### src/rtl/mrv_ctrl_pkg.sv
// Shared types and select encodings for the miniRV multi-cycle controller.
package mrv_ctrl_pkg;

  typedef enum logic [2:0] {
    ST_IDLE   = 3'd0,
    ST_FETCH  = 3'd1,
    ST_DECODE = 3'd2,
    ST_EXEC   = 3'd3,
    ST_MEM    = 3'd4,
    ST_WB     = 3'd5,
    ST_HALT   = 3'd6
  } ctrl_state_t;

  localparam logic ADDR_SEL_PC  = 1'b0;
  localparam logic ADDR_SEL_ALU = 1'b1;
  localparam logic PC_SEL_SEQ   = 1'b0;
  localparam logic PC_SEL_JALR  = 1'b1;

  // States that own the shared memory port and therefore wait on mem_ready.
  function automatic logic is_mem_state(input ctrl_state_t s);
    return (s == ST_FETCH) || (s == ST_MEM);
  endfunction

endpackage

### src/rtl/mrv_wait_timer.sv
// Counts stalled memory cycles; expired flags the last permitted stall cycle.
module mrv_wait_timer #(
  parameter int MEM_TIMEOUT = 16
) (
  input  logic clk,
  input  logic rst,
  input  logic clr,
  input  logic tick,
  output logic expired
);

  generate
    if (MEM_TIMEOUT == 0) begin : g_off
      logic unused_in;
      assign unused_in = ^{clk, rst, clr, tick};
      assign expired   = 1'b0;
    end else begin : g_on
      localparam int W = (MEM_TIMEOUT > 1) ? $clog2(MEM_TIMEOUT) : 1;
      localparam logic [W-1:0] LAST = W'(MEM_TIMEOUT - 1);
      logic [W-1:0] count;

      always_ff @(posedge clk or posedge rst) begin
        if (rst)       count <= '0;
        else if (clr)  count <= '0;
        else if (tick) count <= count + W'(1);
      end

      assign expired = tick && (count == LAST);
    end
  endgenerate

endmodule

### src/rtl/mrv_multicycle_ctrl.sv
// miniRV multi-cycle sequencer: FETCH/DECODE/EXEC/MEM/WB over one memory port,
// with sticky halt on illegal instruction or memory timeout.
module mrv_multicycle_ctrl
  import mrv_ctrl_pkg::*;
#(
  parameter int CNT_W       = 32,
  parameter int MEM_TIMEOUT = 16
) (
  input  logic             clk,
  input  logic             rst,
  input  logic             en,
  input  logic             mem_ready,
  input  logic             dec_reg_write,
  input  logic             dec_mem_read,
  input  logic             dec_mem_write,
  input  logic             dec_pc_src,
  input  logic             dec_illegal,
  output logic             mem_req,
  output logic             mem_we,
  output logic             mem_addr_sel,
  output logic             ir_we,
  output logic             pc_we,
  output logic             pc_sel,
  output logic             rf_we,
  output logic             halted,
  output logic             timeout_err,
  output logic [2:0]       state,
  output logic [CNT_W-1:0] cycle_cnt,
  output logic [CNT_W-1:0] instret_cnt
);

  ctrl_state_t cur, nxt;
  logic        waiting;
  logic        expired;
  logic        retire;

  assign waiting = is_mem_state(cur);

  // Timer is held clear outside the memory states and on every completed access.
  mrv_wait_timer #(.MEM_TIMEOUT(MEM_TIMEOUT)) u_timer (
    .clk     (clk),
    .rst     (rst),
    .clr     (!waiting || mem_ready),
    .tick    (waiting && !mem_ready),
    .expired (expired)
  );

  always_ff @(posedge clk or posedge rst) begin
    if (rst) begin
      cur         <= ST_IDLE;
      timeout_err <= 1'b0;
      cycle_cnt   <= '0;
      instret_cnt <= '0;
    end else begin
      cur <= nxt;
      if (expired)
        timeout_err <= 1'b1;
      if (cur != ST_IDLE && cur != ST_HALT)
        cycle_cnt <= cycle_cnt + CNT_W'(1);
      if (retire)
        instret_cnt <= instret_cnt + CNT_W'(1);
    end
  end

  always_comb begin
    nxt          = cur;
    mem_req      = 1'b0;
    mem_we       = 1'b0;
    mem_addr_sel = ADDR_SEL_PC;
    ir_we        = 1'b0;
    pc_we        = 1'b0;
    pc_sel       = PC_SEL_SEQ;
    rf_we        = 1'b0;
    retire       = 1'b0;
    case (cur)
      ST_IDLE: begin
        if (en) nxt = ST_FETCH;
      end
      ST_FETCH: begin
        mem_req = 1'b1;
        if (mem_ready) begin
          ir_we = 1'b1;
          nxt   = ST_DECODE;
        end else if (expired) begin
          nxt = ST_HALT;
        end
      end
      ST_DECODE: begin
        nxt = dec_illegal ? ST_HALT : ST_EXEC;
      end
      ST_EXEC: begin
        nxt = (dec_mem_read || dec_mem_write) ? ST_MEM : ST_WB;
      end
      ST_MEM: begin
        mem_req      = 1'b1;
        mem_addr_sel = ADDR_SEL_ALU;
        mem_we       = dec_mem_write;
        if (mem_ready) begin
          // Stores have nothing to write back, so they retire on the ack.
          if (dec_mem_write) begin
            pc_we  = 1'b1;
            retire = 1'b1;
            nxt    = en ? ST_FETCH : ST_IDLE;
          end else begin
            nxt = ST_WB;
          end
        end else if (expired) begin
          nxt = ST_HALT;
        end
      end
      ST_WB: begin
        rf_we  = dec_reg_write;
        pc_we  = 1'b1;
        pc_sel = dec_pc_src;
        retire = 1'b1;
        nxt    = en ? ST_FETCH : ST_IDLE;
      end
      ST_HALT: begin
        nxt = ST_HALT;
      end
      default: begin
        nxt = ST_IDLE;
      end
    endcase
  end

  assign halted = (cur == ST_HALT);
  assign state  = cur;

endmodule
### config.mk
export PLATFORM = sky130hd
export DESIGN_NAME = mrv_multicycle_ctrl
export DESIGN_NICKNAME = d
export VERILOG_FILES = /design/src/rtl/mrv_ctrl_pkg.sv /design/src/rtl/mrv_wait_timer.sv /design/src/rtl/mrv_multicycle_ctrl.sv
export SDC_FILE = /design/constraint.sdc
export NUM_CORES = 1
export LEC_CHECK = 0
export CAP_MARGIN = 40
export CORE_UTILIZATION = 40
export CTS_BUF_LIST = sky130_fd_sc_hd__clkbuf_8
export CTS_CLUSTER_SIZE = 16
export DETAILED_ROUTE_END_ITERATION = 12
export PLACE_DENSITY = 0.75
export SYNTH_ARGS = -nofsm -noshare
export SYNTH_HDL_FRONTEND = slang
export SYNTH_SLANG_ARGS = --single-unit
### constraint.sdc
create_clock -name clk -period 2.31 [get_ports clk]
set_clock_uncertainty 0.05 [all_clocks]
set_input_delay 0.462 -clock clk [delete_from_list [all_inputs] [get_ports clk]]
set_output_delay 0.462 -clock clk [all_outputs]
set_load 0.02 [all_outputs]
=== Word level (Yosys, flattened, before mapping) ===
Index checks and enable logic that the tools add are counted.
Widths: inputs -> output; s select.

* $add $sub $neg: 3
* Equality and inequality tests: 9
* Mux-type cells: 21
* Reduce and logical (&&, ||, !) cells: 12

{| class="wikitable"
|+ Operators by type and width
! cell !! number
|-
| $add 32x1->32 const B || 2
|-
| $pmux 3 s7 || 1
|-
| $mux 3 || 6
|-
| $mux 1 || 11
|-
| $eq 3x3->1 const B || 3
|-
| $mux 4 || 2
|-
| $eq 3x2->1 const B || 2
|-
| $add 4x1->4 const B || 1
|-
| $eq 4x4->1 const B || 1
|-
| $eq 3x1->1 const B || 1
|-
| $logic_and 1x1->1 || 3
|-
| $logic_not 3->1 || 1
|-
| $logic_or 1x1->1 || 3
|-
| $ne 3x3->1 const B || 1
|-
| $reduce_bool 3->1 || 1
|-
| $logic_not 1->1 || 2
|-
| $ne 2x2->1 const B || 1
|-
| $pmux 1 s2 || 1
|-
| $reduce_bool 2->1 || 1
|-
| $reduce_or 2->1 || 1
|}

* Flip-flop bits (word level): 72
* Bits of input ports: 9
* Output and inout bits: 76
* Logic and storage cells: 50

=== Logic depth before layout (Yosys ltp) ===
* Depth in word-level cells: 7
* Depth in mapped cells: 6
* Gate-level depth less buffers: 6

=== Hierarchy ===
A second synthesis with hierarchy kept.

* Cell total of the unflattened synthesis: 304
* Area total of the unflattened synthesis: 3,439.5 um^2

{| class="wikitable"
|+ By module, submodules not included
! module !! times used !! cells an instance !! area each (um^2) !! sequential area each (um^2)
|-
| mrv_multicycle_ctrl || 1 || 285 || 3,208.1 || 1,701.6
|-
| mrv_wait_timer || 1 || 19 || 231.5 || 100.1
|}

=== Worst setup path after synthesis ===
No wires, ideal clock.

* Path type: reg2out
* From: reg cur[2] (netlist: state[2])
* To: out mem_we
* Arrival time: 1.273 ns
* Required time: 1.798 ns
* Slack: 0.525 ns
* Stages on the path, launching flop included: 4
* Buffers on the path: 1
* Path through: dfrtp_1 buf_2 nand2b_1 nor3_1

* Word-level cells in the longest chain between the ends: 2

{| class="wikitable"
|+ RTL lines
! item !! RTL line !! text
|-
| start: declaration || mrv_multicycle_ctrl.sv:32 || <nowiki>ctrl_state_t cur, nxt;</nowiki>
|-
| start signal: assignment || mrv_multicycle_ctrl.sv:55 || <nowiki>cur <= nxt;</nowiki>
|-
| $eq 3x3->1 || mrv_multicycle_ctrl.sv:75 || <nowiki>case (cur)</nowiki>
|-
| $mux 1 || mrv_multicycle_ctrl.sv:75 ||
|-
| end: declaration || mrv_multicycle_ctrl.sv:19 || <nowiki>output logic mem_we,</nowiki>
|}

Every way passes these cells.

=== Final worst setup path ===
* From: reg cur[1] (netlist: state[1])
* To: out rf_we

* Word-level cells in the longest chain between the ends: 2

{| class="wikitable"
|+ RTL lines
! item !! RTL line !! text
|-
| $eq 3x3->1 || mrv_multicycle_ctrl.sv:75 ||
|-
| $mux 1 || mrv_multicycle_ctrl.sv:75 ||
|-
| end: declaration || mrv_multicycle_ctrl.sv:24 || <nowiki>output logic rf_we,</nowiki>
|}

Every way passes these cells.

==> insert_results.sql <==
INSERT INTO impl_metrics (metric_group, metric, value, unit) VALUES
('status', 'status', 'finished clean', ''),
('power', 'pwr-share-seq', '41.9', '%'),
('setup_path', 'critical_path_peak_fanout', '4', ''),
('power', 'swShare', '33.9', '%'),
('min_path', 'hold_path_class', 'reg -> reg', ''),
('grt', 'grt_overflow_total', '0', ''),
('detailed_routing', 'drc', '0', ''),
('detailed_routing', 'vias', '2556', ''),
('die', 'die_width', '93.4', 'um'),
('timing', 'worst_slew_pin_slew', '447', 'ps'),
('power', 'share_clk_of_total_power', '26.4', '%'),
('grt', 'grt_max_degree', '73', ''),
('power', 'power_density', '817', 'nW/um2'),
('clock_tree', 'clk_path_buf_depth', '2', ''),
('synthesis', 'synth_enable_flop_cells', '0', ''),
('placed_design', 'routabilityCongestion', '0.850', ''),
('die', 'initial_util', '42.4', '%'),
('detailed_routing', 'detail_route.iter0.violations', '70', ''),
('power', 'power.ir.vdd_worst', '579', 'uV'),
('die', 'row_count', '32', ''),
('finish', 'final_common_cell', 'sky130_fd_sc_hd__clkdlybuf4s50_1', ''),
('setup_path', 'r2r_cells', '6', ''),
('grt', 'grtUsageTotal', '17.4', '%'),
('grt', 'wire_length_of_the_first_global_routing_pass', '11700', 'um'),
('timing', 'max_freq', '451', 'MHz'),
('synthesis', 'combined_area_of_all_synthesized_cells', '3340', 'um2'),
('setup_path', 'timing_worst_setup_path_type', 'reg -> out', ''),
('detailed_routing', 'final_antenna_violating_net_count', '0', ''),
('synthesis', 'synth_top_cell_area_share', '53.9', '%'),
('synthesis', 'seq_area_frac_synth', '53.9', '%'),
('clock_tree', 'tritoncts.num_buffers', '9', ''),
('die', 'design.die.area', '8730', 'um2'),
('synthesis', 'postSynthAreaPerCell', '11.1', 'um2'),
('min_path', 'worstHoldPathCells', '1', ''),
('clock_tree', 'root_buffer', 'sky130_fd_sc_hd__clkbuf_8', ''),
('grt', 'number_of_antenna_violations_at_the_first_check_in_global_routing', '0', ''),
('min_path', 'worst_hold_startpoint', 'u_timer.g_on.count[0]', ''),
('setup_path', 'worst_ep_arrival', '1710', 'ps'),
('setup_path', 'worst-endpoint-required', '1800', 'ps'),
('power', 'p_leak', '2.10', 'nW'),
('die', 'io_pins', '85', ''),
('setup_path', 'reg2reg_to', 'cycle_cnt[19]', ''),
('synthesis', 'synth_warnings', '0', ''),
('clock_tree', 'clkTransAtPathRegs', '80', 'ps'),
('finish', 'antenna_cells_inserted', '0', ''),
('finish', 'synthToLayoutAreaGrowth', '38.1', '%'),
('synthesis', 'post_synth_num_cell_types', '40', ''),
('min_path', 'timing.hold.worst_endpoint', 'u_timer.g_on.count[0]', ''),
('placed_design', 'portBuffers', '84', ''),
('clock_tree', 'hold_buffers', '0', ''),
('clock_tree', 'cts-htree-levels', '3', ''),
('timing', 'timing.slew.headroom', '70.2', '%'),
('grt', 'first_global_vias', '2495', ''),
('finish', 'fin_nets', '416', ''),
('detailed_routing', 'avgRoutedWirePerCell', '13.5', 'um'),
('timing', 'min_period_over_period', '96.0', '%'),
('clock_tree', 'worstSkewPairLatency', '340', 'ps'),
('setup_path', 'reg2reg_from', 'state[0]', ''),
('clock_tree', 'cts_tree', 'done', ''),
('timing', 'timing_hold_violations_final', '0', ''),
('timing', 'setup-violations-final', '0', ''),
('synthesis', 'synth-seq-cells', '72', ''),
('detailed_routing', 'wl', '6910', 'um'),
('synthesis', 'synth_flop_cell', 'sky130_fd_sc_hd__dfrtp_1', ''),
('power', 'combinationalPowerShare', '31.7', '%'),
('setup_path', 'critPathCaptureType', 'primary output', ''),
('timing', 'layout_min_cycle_time', '2220', 'ps'),
('detailed_routing', 'drt_pre_antenna_iters', '4', ''),
('timing', 'drv_slew', '0', ''),
('power', 'totalPowerFinal', '3.77', 'mW'),
('synthesis', 'postSynthNetCount', '312', '');
==> routing by layer <==
metal | GRT usage [%] | part of all wire (%)
met5 | 0 | 0
met3 | 5.28 | 5.1
met4 | 5.77 | 1.3
met2 | 28.4 | 47
met1 | 22.1 | 46
==> cells by family after synthesis <==
kind of cell	after synthesis	synth area share, %
adders and majority gates	3	1.12
AOI/OAI and AO/OA	19	3.97
and+or+nand+nor	125	21.3
buffers and inverters	13	1.72
muxes	2	0.674
DFF	72	53.9
xor gates and xnor gates	66	17.3
==> Yosys cell counts, drive strengths merged (2+ instances only) <==
master / instances
o22ai: 2
buf: 2
o21ai: 4
and4: 7
inv: 9
xnor2: 52
dfrtp: 72
clkbuf: 2
xor2: 14
nor3: 6
nand2: 29
ha: 3
nand3: 19
nor2: 21
and2: 4
nand4: 17
mux2: 2
and3: 17
a21oi: 6
==> worst max-delay path: stages, from the launching register on <==
cell	delay [ps]
sky130_fd_sc_hd__dfrtp_1	440
sky130_fd_sc_hd__nor2b_4	170
sky130_fd_sc_hd__and3_1	160
sky130_fd_sc_hd__clkdlybuf4s50_1	600
==> power by group through the flow <==
stage	clock (mW)	sequential, mW	combinational [mW]
after floorplan	0	1.70	0.571
after global placement	0	1.59	1.19
after CTS	1.01	1.58	1.21
final	0.995	1.58	1.20
after detailed placement	0	1.60	1.21
after global routing	1.08	1.61	1.31
==> worst max-delay path by stage <==
stage,start,to,slack (ps),depth (start not counted)
global route,state[1],rf_we,10,3
floorplan,state[2],mem_we,520,3
detailed placement,dec_mem_write,pc_we,-80,5
global placement,dec_mem_write,pc_we,-60,5
finish,state[1],rf_we,90,3
CTS,state[2],mem_req,7,4
==> registers in the layout, indices dropped and copies added (netlist names) <==
signal,flops
cycle_cnt,32
instret_cnt,32
state,3
timeout_err,1
u_timer.g_on.count,4
==> timing repair <==
item	CTS	global route
setup endpoints to repair	6	4
gates resized for setup	5	5
buffers inserted	0	0
pin swaps	0	0
==> through the flow <==
stage / cell area (um2) / hold WS, ps / std cells / worst slack [ps]
2_1_floorplan: 3350 / 383 / 300 / 525
3_3_place_gp: 4400 / 399 / 495 / -57.8
3_5_place_dp: 4400 / 407 / 495 / -80.6
4_1_cts: 4600 / 418 / 511 / 7.20
5_1_grt: 4620 / 429 / 511 / 13.2
6_report: 4620 / 411 / 511 / 92.9
==> cell type report <==
cell class / count / area, um2
clock inverter: 6 / 61.3
timing repair buffer: 97 / 957
sequential: 72 / 1800
inverter: 9 / 37.5
clock buffer: 10 / 138
tap: 102 / 128
multi-input combinational: 215 / 1490
fill: 675 / 3270
Note: power is estimated with default switching activity, not from simulation.
